===== src/rtl/multicycle_seq.sv =====
// ---------------------------------------------------------------------------
// multicycle_seq
//
// Multi-cycle control sequencer for the LA32R teaching core. Owns the PC, the
// instruction register and the IF/ID/EXE/MEM/WB state machine. Memory
// accesses use a two-phase request/response handshake with variable latency:
// a request is held until addr_ok, then the sequencer waits for data_ok.
// An external decoder looks at `ir` and returns the instruction class and the
// branch outcome. Cycle, retire and stall performance counters are also
// maintained here.
//
// Ports
//   clk, reset        clock, synchronous active-high reset
//   inst_req          fetch request (IF_REQ)
//   inst_addr         fetch address, always equal to pc
//   inst_addr_ok      fetch request accepted
//   inst_data_ok      fetch data valid, inst_rdata captured into ir
//   ir                instruction register
//   cls_*             decoded instruction class (combinational from ir)
//   br_taken/target   PC redirect, sampled only in the retirement cycle
//   data_req/data_we  data memory request (MEM_REQ) / write flag
//   data_addr_ok      data request accepted
//   data_data_ok      load data valid or store complete
//   rf_we             register-file write strobe (WB with cls_wb)
//   state             current state encoding
//   pc                architectural PC of the current instruction
//   retire            pulse in the last cycle of each instruction
//   cycle_cnt, instret_cnt, stall_cnt   performance counters (wrapping)
// ---------------------------------------------------------------------------
module multicycle_seq #(
  parameter int unsigned       XLEN     = 32,
  parameter logic [XLEN-1:0]   RESET_PC = 'h1c00_0000,
  parameter int unsigned       CNT_W    = 32
) (
  input  logic             clk,
  input  logic             reset,

  output logic             inst_req,
  output logic [XLEN-1:0]  inst_addr,
  input  logic             inst_addr_ok,
  input  logic             inst_data_ok,
  input  logic [31:0]      inst_rdata,
  output logic [31:0]      ir,

  input  logic             cls_nowb_br,
  input  logic             cls_load,
  input  logic             cls_store,
  input  logic             cls_wb,
  input  logic             br_taken,
  input  logic [XLEN-1:0]  br_target,

  output logic             data_req,
  output logic             data_we,
  input  logic             data_addr_ok,
  input  logic             data_data_ok,

  output logic             rf_we,
  output logic [2:0]       state,
  output logic [XLEN-1:0]  pc,
  output logic             retire,

  output logic [CNT_W-1:0] cycle_cnt,
  output logic [CNT_W-1:0] instret_cnt,
  output logic [CNT_W-1:0] stall_cnt
);

  typedef enum logic [2:0] {
    S_IF_REQ   = 3'd0,
    S_IF_WAIT  = 3'd1,
    S_ID       = 3'd2,
    S_EXE      = 3'd3,
    S_MEM_REQ  = 3'd4,
    S_MEM_WAIT = 3'd5,
    S_WB       = 3'd6,
    S_ILLEGAL  = 3'd7
  } state_t;

  state_t state_q;
  state_t state_d;
  logic   ir_load;
  logic   stall;

  // Next sequential PC. Redirect targets are forced to word alignment; the
  // increment wraps naturally at 2^XLEN.
  function automatic logic [XLEN-1:0] next_pc(input logic [XLEN-1:0] cur,
                                              input logic            taken,
                                              input logic [XLEN-1:0] tgt);
    logic [XLEN-1:0] res;
    if (taken) begin
      res = {tgt[XLEN-1:2], 2'b00};
    end else begin
      res = cur + XLEN'(4);
    end
    return res;
  endfunction

  // Wrapping counter increment.
  function automatic logic [CNT_W-1:0] cnt_inc(input logic [CNT_W-1:0] cur);
    return cur + CNT_W'(1);
  endfunction

  // -------------------------------------------------------------------------
  // Next-state / control decode
  // -------------------------------------------------------------------------
  always_comb begin
    state_d = state_q;
    ir_load = 1'b0;
    retire  = 1'b0;
    stall   = 1'b0;

    case (state_q)
      // A stale data_ok here (from an abandoned transaction, or arriving
      // together with addr_ok) must never be taken as the response.
      S_IF_REQ: begin
        if (inst_addr_ok) state_d = S_IF_WAIT;
        else              stall   = 1'b1;
      end

      S_IF_WAIT: begin
        if (inst_data_ok) begin
          ir_load = 1'b1;
          state_d = S_ID;
        end else begin
          stall = 1'b1;
        end
      end

      S_ID: begin
        if (cls_nowb_br) begin
          retire  = 1'b1;
          state_d = S_IF_REQ;
        end else begin
          state_d = S_EXE;
        end
      end

      S_EXE: begin
        if (cls_load || cls_store) state_d = S_MEM_REQ;
        else                       state_d = S_WB;
      end

      S_MEM_REQ: begin
        if (data_addr_ok) state_d = S_MEM_WAIT;
        else              stall   = 1'b1;
      end

      S_MEM_WAIT: begin
        if (data_data_ok) begin
          if (cls_load) begin
            state_d = S_WB;
          end else begin
            retire  = 1'b1;
            state_d = S_IF_REQ;
          end
        end else begin
          stall = 1'b1;
        end
      end

      S_WB: begin
        retire  = 1'b1;
        state_d = S_IF_REQ;
      end

      default: begin
        state_d = S_IF_REQ;
      end
    endcase
  end

  // Memory/regfile strobes depend only on the registered state so they are
  // glitch-free with respect to the handshake inputs.
  assign inst_req  = (state_q == S_IF_REQ);
  assign data_req  = (state_q == S_MEM_REQ);
  assign data_we   = (state_q == S_MEM_REQ) && cls_store;
  assign rf_we     = (state_q == S_WB) && cls_wb;
  assign inst_addr = pc;
  assign state     = state_q;

  // -------------------------------------------------------------------------
  // State, architectural registers and counters
  // -------------------------------------------------------------------------
  always_ff @(posedge clk) begin
    if (reset) begin
      state_q     <= S_IF_REQ;
      pc          <= RESET_PC;
      ir          <= '0;
      cycle_cnt   <= '0;
      instret_cnt <= '0;
      stall_cnt   <= '0;
    end else begin
      state_q   <= state_d;
      cycle_cnt <= cnt_inc(cycle_cnt);
      if (ir_load) begin
        ir <= inst_rdata;
      end
      if (retire) begin
        pc          <= next_pc(pc, br_taken, br_target);
        instret_cnt <= cnt_inc(instret_cnt);
      end
      if (stall) begin
        stall_cnt <= cnt_inc(stall_cnt);
      end
    end
  end

endmodule


===== config.mk =====
export PLATFORM = sky130hd
export DESIGN_NAME = multicycle_seq
export DESIGN_NICKNAME = d
export VERILOG_FILES = /design/src/rtl/multicycle_seq.sv
export SDC_FILE = /design/constraint.sdc
export NUM_CORES = 1
export LEC_CHECK = 0
export BUFFER_PORTS_ARGS = -buffer_cell sky130_fd_sc_hd__buf_2
export CAP_MARGIN = 20
export CORE_MARGIN = 5
export CORE_UTILIZATION = 44
export DETAILED_ROUTE_END_ITERATION = 8
export PLACE_DENSITY = 0.72
export SETUP_SLACK_MARGIN = 0.15
export SYNTH_ARGS = -nofsm -noshare
export SYNTH_HDL_FRONTEND = slang
export SYNTH_SLANG_ARGS = --single-unit

===== constraint.sdc =====
create_clock -name clk -period 3.1 [get_ports clk]
set_input_delay 0.155 -clock clk [delete_from_list [all_inputs] [get_ports clk]]
set_output_delay 0.155 -clock clk [all_outputs]
set_load 0.05 [all_outputs]

# Word level (Yosys, flattened, before mapping)
# Index checks and enable logic that the tools add are counted.
# op_classes
addsub,4
n_eq_ne,10
n_mux,20
reduce_logical,5
# ops
op,n
"32-bit by 1-bit adder with 32-bit output, second input constant",3
"32-bit by 3-bit adder with 32-bit output, second input constant",1
32-bit 2-to-1 mux,1
3-bit case mux with 6 select lines,1
3-bit 2-to-1 mux,5
"3-bit equality test, second input constant",3
1-bit 2-to-1 mux,9
"3-bit by 2-bit equality test with 1-bit output, second input constant",2
2-bit 2-to-1 mux,2
"2-bit by 1-bit inequality test with 1-bit output, second input constant",2
"2-bit inequality test, second input constant",2
1-bit case mux with 4 select lines,1
4-bit AND reduction,1
"3-bit by 1-bit equality test with 1-bit output, second input constant",1
3-bit zero test,1
1-bit case mux with 3 select lines,1
1-bit logical AND,2
1-bit logical OR,1
# totals
register_bits,163
input_bits,75
output_inout_bits,200
word_cells,45

# Depth between registers and ports, before layout
# logic_depth
depth_word,3
ltp_mapped,8
ltp_nobuf,6

# Least setup slack after synthesis
# Ideal clock, no wire load.
# synth_timing
path_type,register to output
from,"reg state_q[2], in the netlist state[2]"
to,out data_we
arrival_time_ns,2.694
required_ns,2.945
slack_ns,0.251
path_stages_with_launch,5
path_buffers,1
cell_sequence,dfxtp_1 clkbuf_1 inv_1 nor3_1 and2_1
# synth_between
elab_chain_len,2
# synth_lines
item,line_no,text
start: declaration,78,state_t state_q;
start signal: assignment,192,state_q <= state_d;
3-bit equality test,-,
net data_req,52,"output logic data_req,"
1-bit logical AND,175,assign data_we = (state_q == S_MEM_REQ) && cls_store;
end: declaration,53,"output logic data_we,"
# The timed path passes the listed nets, and every way through them passes these cells.

# Final worst setup path
# layout_timing
from,reg instret_cnt[5]
to,reg instret_cnt[25]
# layout_between
elab_chain_len,1
# layout_lines
item,line_no,text
start: declaration,63,"output logic [CNT_W-1:0] instret_cnt,"
start signal: assignment,199,instret_cnt <= cnt_inc(instret_cnt);
32-bit by 1-bit adder with 32-bit output,99,return cur + CNT_W'(1);
# Every way passes these cells.
# A chain may end at the register's enable or synchronous reset.

==> flow_metrics.env <==
export IMPL_power_density_mw_per_mm2=478
export IMPL_fin_util_pct=56.0
export IMPL_dr_pass1_iters=5
export IMPL_gp_congestion=0.825
export IMPL_num_fill_cells=1619
export IMPL_htreeDepth=4
export IMPL_first_global_vias=7428
export IMPL_io_pins=275
export IMPL_portBuffers=268
export IMPL_whs_ns=0.0239
export IMPL_post_route_period_util_pct=79.0
export IMPL_ys_ff_latch=161
export IMPL_cts_clk_slew_worst_paths_ns=0.07
export IMPL_synth_edf_count=0
export IMPL_worstPathArrival_ns=2.81
export IMPL_finalCriticalPeriod_ns=2.45
export IMPL_drv_slew=0
export IMPL_die_area_mm2=0.0207
export IMPL_crit_type="register to register"
export IMPL_syn_inst=992
export IMPL_hold_viol=0
export IMPL_cts_tree="yes"
export IMPL_post_cts_setup_buffers=0
export IMPL_cts_buffer_depth=2
export IMPL_drtAntennaViolNets=0
export IMPL_clock_skew_final_ns=0.0114
export IMPL_critPathLaunchType="register"
export IMPL_leakage_nw=4.06
export IMPL_drtIter0Drc=521
export IMPL_start_util_pct=44.3
export IMPL_antenna_found_initial=0
export IMPL_worst_slew_pin_slew_ns=0.735
export IMPL_slowest_stage="or4_1"
export IMPL_diodes=0
export IMPL_syn2layout_area_growth_pct=26.4
export IMPL_clk_latency_ns=0.42
export IMPL_fp_coreArea_mm2=0.0178
export IMPL_outcome="finished, final reports clean"
export IMPL_path_cells="and4_1 > and3_1 > nand4_1 > or4_1 > a21oi_1"
export IMPL_grt_use_met1_pct=27.3
export IMPL_std_cell_rows=49
export IMPL_grt_max_degree=61
export IMPL_nets=1302
export IMPL_path_max_fanout=16
export IMPL_wl_per_cell_um=15.6
export IMPL_end_kind="register"
export IMPL_layout_common_cells="buf_2 (267), dfxtp_1 (161), nand2_1 (118)"
export IMPL_hp_class="input pin to register"
export IMPL_drc=0
export IMPL_setup_tns_ns=0
export IMPL_dpl_hpwl_um=15600
export IMPL_synth_ff_type="dfxtp_1"
export IMPL_cts_buffers=17
export IMPL_crit_required_ns=3.46
export IMPL_vias=8045
export IMPL_ys_warn_count=0
export IMPL_overflow=0
export IMPL_wirelength_um=22900
export IMPL_viasPerCell=5.50
export IMPL_fmax_mhz=409
export IMPL_root_buffer="clkbuf_16"
export IMPL_syn_avg_cell_area_um2=7.94
export IMPL_die_w_um=144
export IMPL_grt_setup_unrepaired="no"
export IMPL_gr_usage_met2_pct=35.0
export IMPL_grt_pass1_wl_um=36800
export IMPL_chipHeight_um=144
export IMPL_setup_violations=0
export IMPL_globalRouteMet3Util_pct=5.86
export IMPL_layout_commonest_cell="buf_2"
export IMPL_track_usage_pct=21.4
export IMPL_syn_area_mm2=0.00787
export IMPL_ys_types=57
export IMPL_irDropWorstVdd_mv=0.361
export IMPL_drv_cap=0
export IMPL_clock_sinks=161
export IMPL_yosysSeqAreaShare_pct=40.9
export IMPL_max_stage_delay_ns=0.67
export IMPL_relSlewSlack_pct=50.8
export IMPL_drive_gt1_share_pct=25.6
export IMPL_top_usage_layer="met2"
export IMPL_async_flop_share_pct=0
## what timing repair did
item                                   CTS  global route
hold buffers                            29             0
endpoints found under the hold margin   29             0
gates resized for setup                  0             0
setup endpoints to repair                0             0
## Yosys cell counts (22+ instances only)
master    number  area [um2]
a21oi_1       78         390
buf_4         34         255
clkbuf_1      54         203
dfxtp_1      161        3220
nand2_1      118         443
nand3_1       42         210
nand4_1       45         282
nor2_1       100         375
nor3_1        29         145
o21ai_0       42         210
or3_1         22         138
xnor2_1       44         385
## sequential cells by signal, indices dropped and copies added (netlist names)
name         count
stall_cnt       32
inst_addr       30
instret_cnt     32
cycle_cnt       32
state            3
ir              32
## worst max-delay path: cells and delay by family (launching register included)
family             cells  cell delay, ns
and+or+nand+nor        4            1.85
DFF                    1            0.40
AOI/OAI and AO/OA      1            0.14
## report_power, final
group | internal (mW) | leakage (nW) | switching (mW) | total, mW
clock | 1.12 | 0.271 | 0.917 | 2.04
sequential | 2.11 | 1.30 | 0.0409 | 2.15
combinational | 0.168 | 2.48 | 0.398 | 0.566
## metrics by stage
stage	area, um2	setup slack, ns	cells	power [mW]
floorplan	7890	0.251	995	2.59
global placement	9100	0.706	1404	2.73
detailed placement	9100	0.668	1404	2.73
CTS	9950	0.655	1464	4.79
global route	9950	0.469	1464	4.93
finish	9950	0.652	1464	4.75
## cells by family after synthesis
kind of cell / after synthesis / share of synthesized area (%)
flip-flops: 161 / 40.9
buffers and inverters: 119 / 7.34
other: 1 / 0.0476
multiplexers: 8 / 1.18
adder cells (fa/ha/maj): 4 / 0.636
AO/OA/AOI/OAI: 183 / 13.8
AND/OR/NAND/NOR: 452 / 28.9
XOR/XNOR: 64 / 7.12
## layout make-up
class                   instances  area [um2]  share of cell area, %
clock buffers                  18         429                   4.31
inverters                      22        82.6                  0.830
clock inverters                13         130                   1.31
repair buffers                306        1710                   17.2
multi-input cells             715        4080                   41.0
well taps                     229         287                   2.88
flip-flops and latches        161        3220                   32.4
## per-layer routing
| layer | wire length (um) | share of wire (%) |
|---|---|---|
| met1 | 9580 | 42 |
| met4 | 464 | 2.0 |
| met2 | 10900 | 48 |
| met5 | 0 | 0 |
| met3 | 1930 | 8.4 |
## worst paths after layout
path	start	to	slack, ns	cells after the start
max reg2reg	instret_cnt[5]	instret_cnt[25]	0.65	5
min	br_target[30]	inst_addr[30]	0.02	3
max	instret_cnt[5]	instret_cnt[25]	0.65	5
min reg2reg	ir[5]	ir[5]	0.45	2
Note: power is estimated with default switching activity, not from simulation.
